<file path="config.mk">
export PLATFORM = sky130hd
export DESIGN_NAME = nibbler_sequencer
export DESIGN_NICKNAME = d
export VERILOG_FILES = /design/src/rtl/nibbler_pkg.sv /design/src/rtl/nibbler_decode.sv /design/src/rtl/nibbler_sequencer.sv
export SDC_FILE = /design/constraint.sdc
export NUM_CORES = 1
export LEC_CHECK = 0
export ABC_AREA = 1
export CORE_ASPECT_RATIO = 1.4
export CORE_MARGIN = 4
export CORE_UTILIZATION = 49
export CTS_CLUSTER_SIZE = 14
export DETAILED_ROUTE_END_ITERATION = 12
export PLACE_DENSITY = 0.8
export SYNTH_ARGS = -nofsm -noshare
export SYNTH_HDL_FRONTEND = slang
export SYNTH_HIERARCHICAL = 1
export SYNTH_SLANG_ARGS = --single-unit
</file>
<file path="constraint.sdc">
create_clock -name clk -period 2.8 [get_ports clk]
set_clock_uncertainty 0.05 [all_clocks]
set_input_delay 0.56 -clock clk [delete_from_list [all_inputs] [get_ports clk]]
set_output_delay 0.56 -clock clk [all_outputs]
set_load 0.1 [all_outputs]
</file>
<file path="src/rtl/nibbler_pkg.sv">
// Shared types and constants for the Nibbler fetch/decode/execute controller.
package nibbler_pkg;

   typedef enum logic [3:0] {
      OP_NOP  = 4'h0,
      OP_ADDI = 4'h1,
      OP_NORI = 4'h2,
      OP_LDI  = 4'h3,
      OP_ADDM = 4'h4,
      OP_NORM = 4'h5,
      OP_LDM  = 4'h6,
      OP_STM  = 4'h7,
      OP_JMP  = 4'h8,
      OP_JC   = 4'h9,
      OP_JNC  = 4'hA,
      OP_JZ   = 4'hB,
      OP_JNZ  = 4'hC,
      OP_OUT  = 4'hD,
      OP_IN   = 4'hE,
      OP_HALT = 4'hF
   } opcode_t;

   typedef enum logic [1:0] {
      FETCH = 2'd0,
      OPER  = 2'd1,
      EXEC  = 2'd2,
      HALT  = 2'd3
   } state_t;

   // Jump condition codes; flags are active low.
   typedef enum logic [2:0] {
      COND_ALWAYS = 3'd0,
      COND_C      = 3'd1,
      COND_NC     = 3'd2,
      COND_Z      = 3'd3,
      COND_NZ     = 3'd4
   } cond_t;

   localparam logic [2:0] ALU_S_NONE = 3'b000;
   localparam logic [2:0] ALU_S_ADD  = 3'b011;
   localparam logic [2:0] ALU_S_NOR  = 3'b100;
   localparam logic [2:0] ALU_S_PASS = 3'b010;

   localparam logic [1:0] DBUS_IMM = 2'b00;
   localparam logic [1:0] DBUS_RAM = 2'b01;
   localparam logic [1:0] DBUS_IN  = 2'b10;

endpackage

</file>
<file path="src/rtl/nibbler_decode.sv">
// Combinational opcode decoder: maps ir[7:4] to the control word used in EXEC and FETCH.
import nibbler_pkg::*;

module nibbler_decode (
   input  logic [3:0] i_opcode,
   output logic [2:0] o_alu_s,
   output logic       o_alu_not_cin,
   output logic [1:0] o_dbus_sel,
   output logic       o_acc_load,
   output logic       o_ram_we,
   output logic       o_out_we,
   output logic       o_flag_en,
   output logic       o_two_byte,
   output logic       o_is_jump,
   output logic       o_is_halt,
   output logic [2:0] o_cond
);

   always_comb begin
      o_alu_s       = ALU_S_NONE;
      o_alu_not_cin = 1'b1;
      o_dbus_sel    = DBUS_IMM;
      o_acc_load    = 1'b0;
      o_ram_we      = 1'b0;
      o_out_we      = 1'b0;
      o_flag_en     = 1'b0;
      o_two_byte    = 1'b0;
      o_is_jump     = 1'b0;
      o_is_halt     = 1'b0;
      o_cond        = COND_ALWAYS;
      unique case (opcode_t'(i_opcode))
         OP_NOP: ;
         OP_ADDI, OP_ADDM: begin
            o_alu_s    = ALU_S_ADD;
            o_acc_load = 1'b1;
            o_flag_en  = 1'b1;
         end
         OP_NORI, OP_NORM: begin
            o_alu_s    = ALU_S_NOR;
            o_acc_load = 1'b1;
            o_flag_en  = 1'b1;
         end
         OP_LDI, OP_LDM: begin
            o_alu_s    = ALU_S_PASS;
            o_acc_load = 1'b1;
            o_flag_en  = 1'b1;
         end
         OP_STM:  o_ram_we = 1'b1;
         OP_JMP:  o_is_jump = 1'b1;
         OP_JC: begin
            o_is_jump = 1'b1;
            o_cond    = COND_C;
         end
         OP_JNC: begin
            o_is_jump = 1'b1;
            o_cond    = COND_NC;
         end
         OP_JZ: begin
            o_is_jump = 1'b1;
            o_cond    = COND_Z;
         end
         OP_JNZ: begin
            o_is_jump = 1'b1;
            o_cond    = COND_NZ;
         end
         OP_OUT:  o_out_we = 1'b1;
         OP_IN: begin
            o_alu_s    = ALU_S_PASS;
            o_dbus_sel = DBUS_IN;
            o_acc_load = 1'b1;
            o_flag_en  = 1'b1;
         end
         OP_HALT: o_is_halt = 1'b1;
      endcase

      // Opcodes 4..C carry an address-low operand byte.
      if (i_opcode >= OP_ADDM && i_opcode <= OP_JNZ) o_two_byte = 1'b1;
      if (i_opcode >= OP_ADDM && i_opcode <= OP_LDM) o_dbus_sel = DBUS_RAM;
   end

endmodule

</file>
<file path="src/rtl/nibbler_sequencer.sv">
// Nibbler CPU fetch/decode/execute controller. Optional single-step mode (step input)
// is enabled with the NIBBLER_SINGLE_STEP_EN macro.
import nibbler_pkg::*;

module nibbler_sequencer #(
   parameter int unsigned PC_W   = 12,
   parameter int unsigned DATA_W = 4
) (
   input  logic              clk,
   input  logic              reset,
`ifdef NIBBLER_SINGLE_STEP_EN
   input  logic              step,
`endif
   output logic [PC_W-1:0]   rom_addr,
   input  logic [7:0]        rom_data,
   output logic [2:0]        alu_s,
   output logic              alu_not_cin,
   output logic [1:0]        dbus_sel,
   output logic [DATA_W-1:0] imm,
   output logic [PC_W-1:0]   ram_addr,
   output logic              acc_load,
   output logic              ram_we,
   output logic              out_we,
   input  logic              alu_not_c,
   input  logic              alu_not_z,
   output logic              flag_not_c,
   output logic              flag_not_z,
   output logic              halted
);

   state_t          r_state, w_state_d;
   logic [PC_W-1:0] r_pc, w_pc_d;
   logic [7:0]      r_ir, w_ir_d;
   logic [7:0]      r_opnd, w_opnd_d;
   logic            r_flag_not_c, w_flag_not_c_d;
   logic            r_flag_not_z, w_flag_not_z_d;

   logic [3:0]      w_dec_op;
   logic [2:0]      w_alu_s;
   logic            w_alu_not_cin;
   logic [1:0]      w_dbus_sel;
   logic            w_acc_load, w_ram_we, w_out_we, w_flag_en;
   logic            w_two_byte, w_is_jump, w_is_halt;
   logic [2:0]      w_cond;
   logic            w_taken;
   logic            w_step;
   logic            w_exec;
   logic [PC_W-1:0] w_target;

`ifdef NIBBLER_SINGLE_STEP_EN
   assign w_step = step;
`else
   assign w_step = 1'b1;
`endif

   // In FETCH the decoder looks at the incoming byte to choose OPER vs EXEC.
   assign w_dec_op = (r_state == FETCH) ? rom_data[7:4] : r_ir[7:4];
   assign w_target = PC_W'({r_ir[DATA_W-1:0], r_opnd});

   nibbler_decode u_decode (
      .i_opcode      (w_dec_op),
      .o_alu_s       (w_alu_s),
      .o_alu_not_cin (w_alu_not_cin),
      .o_dbus_sel    (w_dbus_sel),
      .o_acc_load    (w_acc_load),
      .o_ram_we      (w_ram_we),
      .o_out_we      (w_out_we),
      .o_flag_en     (w_flag_en),
      .o_two_byte    (w_two_byte),
      .o_is_jump     (w_is_jump),
      .o_is_halt     (w_is_halt),
      .o_cond        (w_cond)
   );

   always_comb begin
      w_taken = 1'b0;
      case (cond_t'(w_cond))
         COND_ALWAYS: w_taken = 1'b1;
         COND_C:      w_taken = ~r_flag_not_c;
         COND_NC:     w_taken = r_flag_not_c;
         COND_Z:      w_taken = ~r_flag_not_z;
         COND_NZ:     w_taken = r_flag_not_z;
         default:     w_taken = 1'b0;
      endcase
   end

   always_comb begin
      w_state_d      = r_state;
      w_pc_d         = r_pc;
      w_ir_d         = r_ir;
      w_opnd_d       = r_opnd;
      w_flag_not_c_d = r_flag_not_c;
      w_flag_not_z_d = r_flag_not_z;
      unique case (r_state)
         FETCH: begin
            if (w_step) begin
               w_ir_d    = rom_data;
               w_pc_d    = r_pc + PC_W'(1);
               w_state_d = w_two_byte ? OPER : EXEC;
            end
         end
         OPER: begin
            w_opnd_d  = rom_data;
            w_pc_d    = r_pc + PC_W'(1);
            w_state_d = EXEC;
         end
         EXEC: begin
            if (w_flag_en) begin
               w_flag_not_c_d = alu_not_c;
               w_flag_not_z_d = alu_not_z;
            end
            if (w_is_jump && w_taken) w_pc_d = w_target;
            w_state_d = w_is_halt ? HALT : FETCH;
         end
         HALT: ;
      endcase
   end

   always_ff @(posedge clk) begin
      if (reset) begin
         r_state      <= FETCH;
         r_pc         <= '0;
         r_ir         <= '0;
         r_opnd       <= '0;
         r_flag_not_c <= 1'b1;
         r_flag_not_z <= 1'b1;
      end else begin
         r_state      <= w_state_d;
         r_pc         <= w_pc_d;
         r_ir         <= w_ir_d;
         r_opnd       <= w_opnd_d;
         r_flag_not_c <= w_flag_not_c_d;
         r_flag_not_z <= w_flag_not_z_d;
      end
   end

   // Control lines are live only in EXEC; reset suppresses them immediately.
   assign w_exec      = (r_state == EXEC) && !reset;
   assign alu_s       = w_exec ? w_alu_s : 3'b000;
   assign alu_not_cin = w_exec ? w_alu_not_cin : 1'b0;
   assign dbus_sel    = w_exec ? w_dbus_sel : 2'b00;
   assign acc_load    = w_exec & w_acc_load;
   assign ram_we      = w_exec & w_ram_we;
   assign out_we      = w_exec & w_out_we;

   assign rom_addr    = r_pc;
   assign imm         = r_ir[DATA_W-1:0];
   assign ram_addr    = w_target;
   assign flag_not_c  = r_flag_not_c;
   assign flag_not_z  = r_flag_not_z;
   assign halted      = (r_state == HALT);

endmodule

</file>
== Word level (Yosys, flattened, before mapping) ==
Cells that the tools add are included.
Operators by class
  $add $sub $neg: 1
  magnitude comparators: 3
  eq/ne operators: 23
  mux-type cells: 20
  bitwise gates (word level): 5
  reductions and logical operators: 17
Operators with widths (number)
  4-bit equality test, second input constant: 8
  12-bit one-hot mux with 2 select lines: 1
  4-bit by 3-bit equality test with 1-bit output, second input constant: 4
  12-bit by 1-bit adder with 12-bit output, second input constant: 1
  12-bit two-way mux: 1
  3-bit one-hot mux with 4 select lines: 1
  2-bit two-way mux: 5
  3-bit one-hot mux with 3 select lines: 1
  4-bit by 2-bit equality test with 1-bit output, second input constant: 2
  1-bit two-way mux: 7
  7-bit OR reduction: 1
  3-bit by 2-bit equality test with 1-bit output, second input constant: 2
  2-bit one-hot mux with 3 select lines: 1
  2-bit OR reduction: 3
  1-bit one-hot mux with 5 select lines: 1
  5-bit OR reduction: 1
  2-bit equality test, second input constant: 2
  4-bit by 1-bit equality test with 1-bit output, second input constant: 1
  4-bit by 3-bit >= comparator with 1-bit output, second input constant: 1
  4-bit by 3-bit less-or-equal comparator with 1-bit output, second input constant: 1
  4-bit less-or-equal comparator, second input constant: 1
  1-bit logical AND: 4
  4-bit two-way mux: 1
  2-bit AND reduction: 2
  other kinds (13): 16
Storage, ports and cells
  flip-flop bits (word level): 32
  output and inout bits: 40
  logic and storage cells: 75

== Longest topological paths before layout ==
  word-level depth: 9
  mapped depth: 19
  gate-level depth less buffers: 18

== Hierarchy ==
Netlist, hierarchy kept.
By module, submodules not included
  nibbler_sequencer: instances 1, cells an instance 271, area an instance 1793.0 sq um
  nibbler_decode: instances 1, cells an instance 43, area an instance 182.7 sq um

== Least setup slack after synthesis ==
OpenSTA, ideal clock, no wires.
  path type: reg2out
  start: register r_state[0]
  end: output acc_load
  data arrival time: 2.759 ns
  required time: 2.190 ns
  path slack: -0.569 ns
  stages on the path, launching flop included: 15
  buffers on the path: 1
  cells stage by stage: dfxtp_1 inv_1 ha_1 buf_2 inv_2 nand2_1 nand2_1 nand2_1 inv_2 nand2_1 nand2_1 nor2_1 nand2_1 inv_1 nor2_1
Between the ends
  cells in the longest elaborated chain, start to end: 6
  elaborated cells on any way between the ends: 14
  those cells by class: eq/ne: 8; mux: 2; bitwise: 1; reduce/logical: 3
Ends and longest elaborated chain
  from (decl): line nibbler_sequencer.sv:31  | state_t r_state, w_state_d;
  from (signal assigned): line nibbler_sequencer.sv:128  | r_state <= w_state_d;
  2-bit zero test *: line nibbler_sequencer.sv:57  | assign w_dec_op = (r_state == FETCH) ? rom_data[7:4] : r_ir[7:4];
  4-bit two-way mux *: line nibbler_sequencer.sv:57
  net w_dec_op[0]: line nibbler_sequencer.sv:38  | logic [3:0] w_dec_op;
  4-bit by 1-bit equality test with 1-bit output (tied with other cells): line nibbler_decode.sv:31  | unique case (opcode_t'(i_opcode))
  7-bit OR reduction (no source line) *
  1-bit two-way mux *: line nibbler_decode.sv:31
  net w_acc_load: line nibbler_sequencer.sv:42  | logic w_acc_load, w_ram_we, w_out_we, w_flag_en;
  1-bit AND *: line nibbler_sequencer.sv:142  | assign acc_load = w_exec & w_acc_load;
  to (decl): line nibbler_sequencer.sv:21  | output logic acc_load,
Mark *: on every way through the listed nets, which the timed path passes. The rest lies on a longest branch.

== Final worst setup path ==
  start: register r_state[1]
  end: output acc_load
Same word-level chain as after synthesis.

==> impl_metrics.yaml <==
worst_setup_path:
  path_delay_family: "simple AND/OR/NAND/NOR gates"
  worstPathMaxFanout: 7
  timing.critical_path.to_type: "output pin"
  rr_startpoint: "r_state[1]"
  worst_setup_path_start_kind: "flip-flop"
  r2r_setup_slack_ns: 0.49
  data_required_time_at_the_worst_endpoint_ns: 2.19
  path_class: "flip-flop to output pin"
  cp_common_cell: "nand2_1"
  critical_path.max_stage_delay_ns: 0.36
  worst_path_max_delay_cell: "dfxtp_2"
  r2r.worst_path.cells: 18
  reg2reg_to: "rom_addr[9]"
  cp_data_arrival_time_ns: 2.07
  worstPathBufferInverterCount: 5
  crit_chain: "inv_2, ha_4, buf_4, nand2_1, nand2_4, inv_4, nand2_1, nor2_2, nor2_2, nand2_1, inv_1, nor2_4, buf_12"
clock_network:
  cts_buffer_depth: 2
  clock_transition_at_the_registers_of_the_reported_paths_ns: 0.07
  numClockSinks: 32
  hold_buffers: 0
  h-tree-depth: 2
  cts_made_buffers: 5
  worst_skew_pair.late_latency_ns: 0.28
  clockRootBuffer: "clkbuf_8"
  clock_tree_from_tritoncts: "built"
drt:
  met2_length_um: 2580
  met3_wirelength_um: 310
  top_layer_used: "met4"
  detail-route-antenna-nets: 0
  drt_iter0_drc: 103
  first_pass_iters: 4
  vias_per_cell: 5.18
  met1_length_um: 2060
  vias: 2099
  post_detailed_route_wirelength_per_cell_um: 12.6
  total_wirelength_um: 5100
  detail_route.drc_violations: 0
die:
  die_width_um: 61.7
  top_level_ports: 52
  start_util: 0.504
  dieHeight_um: 83.1
  dieArea_mm2: 0.00513
  rows: 27
  core-area_mm2: 0.00392
synthesis:
  post_synth_instance_area_mm2: 0.00198
  synth_sequential_area_ratio: 0.324
  synthTopCellsByArea: "dfxtp_1, nand2_1, nor2_1"
  synth_warnings: 6
  synth_edf_count: 0
  synthDominantAreaCellType: "dfxtp_1"
  yosys.cell_types.count: 27
  area_share_of_the_largest_cell_type_after_synthesis: 0.324
  net_count_after_synthesis: 332
  async_reset_ff_frac: 0
  synth_ff_type: "dfxtp_1"
  yosys_register_bits: 32
  syn_inst: 314
  syn_area_per_cell_um2: 6.29
placed_design:
  port_buffers: 51
  dp.cells: 394
  gp_congestion: 1.03
  hpwlAfterDp_um: 3790
  dp_slack_ns: 0.0669
worst_hold_path:
  worstHoldStart: "r_opnd[3]"
  worstHoldEndpoint: "r_opnd[3]"
  worst_hold_path_type: "flip-flop to flip-flop"
  hold-path-cell-count: 2
timing:
  post-route-worst-setup-slack_ns: 0.120
  final_period_minus_worst_setup_slack_ns: 2.68
  post-route-period-util: 0.957
  relSlewSlack: 0.583
  setup_viol: 0
  timing_hold_violations_final: 0
  max_freq_mhz: 373
  timing.final.max_slew_violations: 0
  tightest_slew_ns: 0.624
final_layout:
  antennaDiodeCount: 0
  final.fill_count: 349
  layoutNonFillerInstCount: 405
  nets: 380
  drive_gt1_frac: 0.282
  areaGrowthSynthToFinish_pct: 35.1
  postLayoutCoreUtil: 0.681
global_route:
  largest_net_degree_at_the_start_of_global_routing: 23
  grt_util_all_layers: 0.213
  grt_overflow: 0
  antenna_found_initial: 0
  number_of_global_route_vias_before_repair: 1926
  global_route_wire_length_before_repair_um: 8630
job:
  max-cap-violations: 0
status:
  status: "complete, no violations"
## per-layer routing
metal | global-route usage | vias to the layer above
met5 | 0 | -
met2 | 0.355 | 64
met3 | 0.0342 | 12
met1 | 0.258 | 946
li1 | - | 1077
met4 | 0.0946 | 0
## flip-flops by register name (all words and copies together), names as in the netlist
name,flops
flag_not_c,1
flag_not_z,1
r_ir,8
r_opnd,8
r_state,2
rom_addr,12
## synth_stat cells (2+ instances only)
| cell | count |
|---|---|
| inv_1 | 31 |
| o21ai_1 | 19 |
| nand2_1 | 73 |
| nor2_4 | 3 |
| dfxtp_1 | 32 |
| ha_1 | 6 |
| nand3_1 | 16 |
| inv_2 | 12 |
| o21ai_0 | 11 |
| clkbuf_1 | 3 |
| nor2_1 | 49 |
| buf_2 | 4 |
| a21oi_1 | 23 |
| o211ai_1 | 2 |
| buf_4 | 11 |
| nand2_2 | 4 |
| nand4_1 | 3 |
| nor2_2 | 2 |
| nand3_2 | 2 |
## logic make-up after synthesis
logic type / after synthesis / synth area share
AND/OR/NAND/NOR: 154 / 0.334
buffers and inverters: 62 / 0.145
AO/OA/AOI/OAI: 58 / 0.153
flip-flops: 32 / 0.324
adder cells (fa/ha/maj): 6 / 0.0380
XOR/XNOR: 1 / 0.00443
other: 1 / 0.00190
## worst max-delay path by stage
stage	from	cells past startpoint	end	slack [ns]
floorplan	r_state[0]	14	acc_load	-0.12
global placement	rom_data[6]	12	acc_load	0.08
detailed placement	rom_data[4]	12	acc_load	0.07
CTS	r_state[1]	14	acc_load	0.03
global route	r_state[1]	13	acc_load	-0.03
finish	r_state[1]	13	acc_load	0.12
## worst register-to-register path, cell delays in order (launching register included)
cell and delay [ns]:
dfxtp_2 0.34, inv_2 0.09, ha_4 0.21, inv_6 0.07
nand2_1 0.09, nand2_2 0.10, inv_2 0.09, nand2_1 0.10
nor2_1 0.19, nand3_1 0.10, nand2_1 0.07, nand2_1 0.06
nand2_1 0.05, nand2_1 0.06, nand2_2 0.15, buf_4 0.19
o21ai_1 0.07, nor2_1 0.08, nor2_1 0.04
## placed cells by master (no fill, tap or decap)
master	n
nand2_2	8
clkbuf_8	5
nor2_1	36
conb_1	1
nor3_1	1
nor2_4	7
dfxtp_1	30
a211oi_1	1
ha_1	5
buf_12	9
o21ai_0	11
inv_6	1
xor2_1	1
inv_4	1
ha_4	1
nand3_1	16
inv_2	13
dlymetal6s2s_1	1
a21o_1	1
dfxtp_2	1
nand4_1	3
nand2_1	68
clkbuf_1	1
nand2_4	1
inv_1	28
a31oi_1	1
o21ai_1	19
clkinv_2	1
nor2_2	11
dfxtp_4	1
buf_4	40
or2_1	1
clkdlybuf4s50_1	10
nand3_2	2
a21oi_1	23
o211ai_1	2
## what timing repair did
action / CTS / global route
setup buffers: 0 / 4
pin swaps: 0 / 4
endpoints found under the setup margin: 8 / 11
resized for setup: 4 / 19
## area by class of cell
cell class              count  area, um2  area share
clock buffers               6       72.6      0.0272
clock inverters             1       5.00     0.00187
inverters                  43        169      0.0633
multi-input cells         220       1130       0.424
flip-flops and latches     32        646       0.242
well taps                  43       53.8      0.0201
repair buffers             60        593       0.222
## metrics by stage
step	hold slack, ns	instance area [um2]	setup TNS (ns)
6_report	0.422	2670	0
4_1_cts	0.419	2600	0
3_3_place_gp	0.406	2500	0
5_1_grt	0.452	2670	-0.0292
2_1_floorplan	0.397	2010	-0.117
3_5_place_dp	0.411	2500	0
Power is not shown: default switching activity piles up to over one toggle a cycle in this logic, so the estimate is an artifact.
==> variant (config.mk and constraints unchanged) <==
Make the reset (`reset`) asynchronous in one clocked block.
--- a/src/rtl/nibbler_sequencer.sv
+++ b/src/rtl/nibbler_sequencer.sv
@@ -116,7 +116,7 @@
       endcase
    end
 
-   always_ff @(posedge clk) begin
+   always_ff @(posedge clk or posedge reset) begin
       if (reset) begin
          r_state      <= FETCH;
          r_pc         <= '0;
Check against the original RTL: differs if reset is asserted again (counterexample within 4 cycles, from zero or initial values and one cycle with reset high); with reset held inactive, the same outputs for 10 cycles.
==> variant against the unedited design <==
Sequential cell count is the same. Die area rose by 6.6%. Worst setup slack worse by 0.078 ns. Wire length up 2.5%. Design area is 8.9% higher. Fmax is 2.8% lower. Synthesized area rose by 7.4%. Non-clock buffer count unchanged.
Power is not shown: default switching activity piles up to over one toggle a cycle in this logic, so the estimate is an artifact.
==> variant: results <==
metrics = {
    "place": {
        "gp_congestion": 0.905,
        "hpwl_mm": 3.77,
    },
    "setup_path": {
        "arrival_ns": 2.15,
        "cp_slowest_stage_delay_ns": 0.40,
        "cp_slowest_cell": "dfrtp_1",
    },
    "logic_synthesis": {
        "synth_compound_area_share_pct": 9.73,
        "synth-async-reset-ratio_pct": 100,
        "ys_seq_area_share_pct": 37.9,
        "synth-main-ff-cell": "dfrtp_1",
        "syn_nets": 297,
        "ys_types": 34,
        "synthTopCellsByArea": "dfrtp_1 35%, nand2_1 12%, mux2_2 6.4%",
        "synthMuxAreaShare_pct": 6.84,
        "synth_commonest_cells": "69 x nand2_1, 34 x inv_1, 31 x nor2_1",
    },
    "global_routing": {
        "grt_pass1_wl_mm": 9.02,
        "track_usage_pct": 20.8,
        "grtUsageMet1_pct": 24.0,
        "grt_pass1_vias": 1989,
        "met3_usage_pct": 3.67,
        "met2_usage_pct": 37.1,
    },
    "hold_path": {
        "hold_class": "reg -> reg",
    },
    "outcome": {
        "status": "completed",
    },
    "final_layout": {
        "finish.net_count": 348,
        "multi_input_cells": 193,
        "clock_area_share_pct": 3.19,
        "inv_count": 38,
        "clock_buffers": 6,
        "fillCellCount": 331,
        "multi_input_area_sq_um": 1210,
        "final-seq-area_sq_um": 803,
        "drive_above_1_share_pct": 36.3,
        "layout.nonclk_buf_share_pct": 20.3,
    },
    "drt": {
        "dr_wl_met3_um": 203,
        "via_per_inst": 5.25,
        "first_iter_violations": 110,
        "wl_met2_mm": 2.82,
        "met1_length_mm": 2.08,
    },
    "sta": {
        "slew_headroom_pct": 61.6,
    },
}
variant: final timing paths:
kind	start	endpoint	slack, ns	depth (start not counted)
worst min-delay path	flag_not_z	flag_not_z	0.48	2
worst min register to register	flag_not_z	flag_not_z	0.48	2
min in group asynchronous	reset	r_opnd[0]	0.71	3
worst max register to register	r_state[0]	rom_addr[0]	0.50	15
worst max-delay path	r_state[0]	alu_s[1]	0.04	11
max in group asynchronous	reset	flag_not_c	1.65	3
variant: what timing repair did:
item	CTS	global route
gates cloned	0	0
endpoints found under the setup margin	8	4
gates resized for setup	9	20
endpoints found under the hold margin	0	0
pin swaps	0	6
buffers inserted	1	4
variant: stage by stage:
| step | std cells | worst slack, ns | cell area (sq um) |
|---|---|---|---|
| 2_1_floorplan | 279 | 0.0139 | 2200 |
| 3_3_place_gp | 363 | 0.108 | 2690 |
| 3_5_place_dp | 363 | 0.0394 | 2690 |
| 4_1_cts | 372 | 0.0148 | 2830 |
| 5_1_grt | 376 | -0.0777 | 2910 |
| 6_report | 376 | 0.0421 | 2910 |
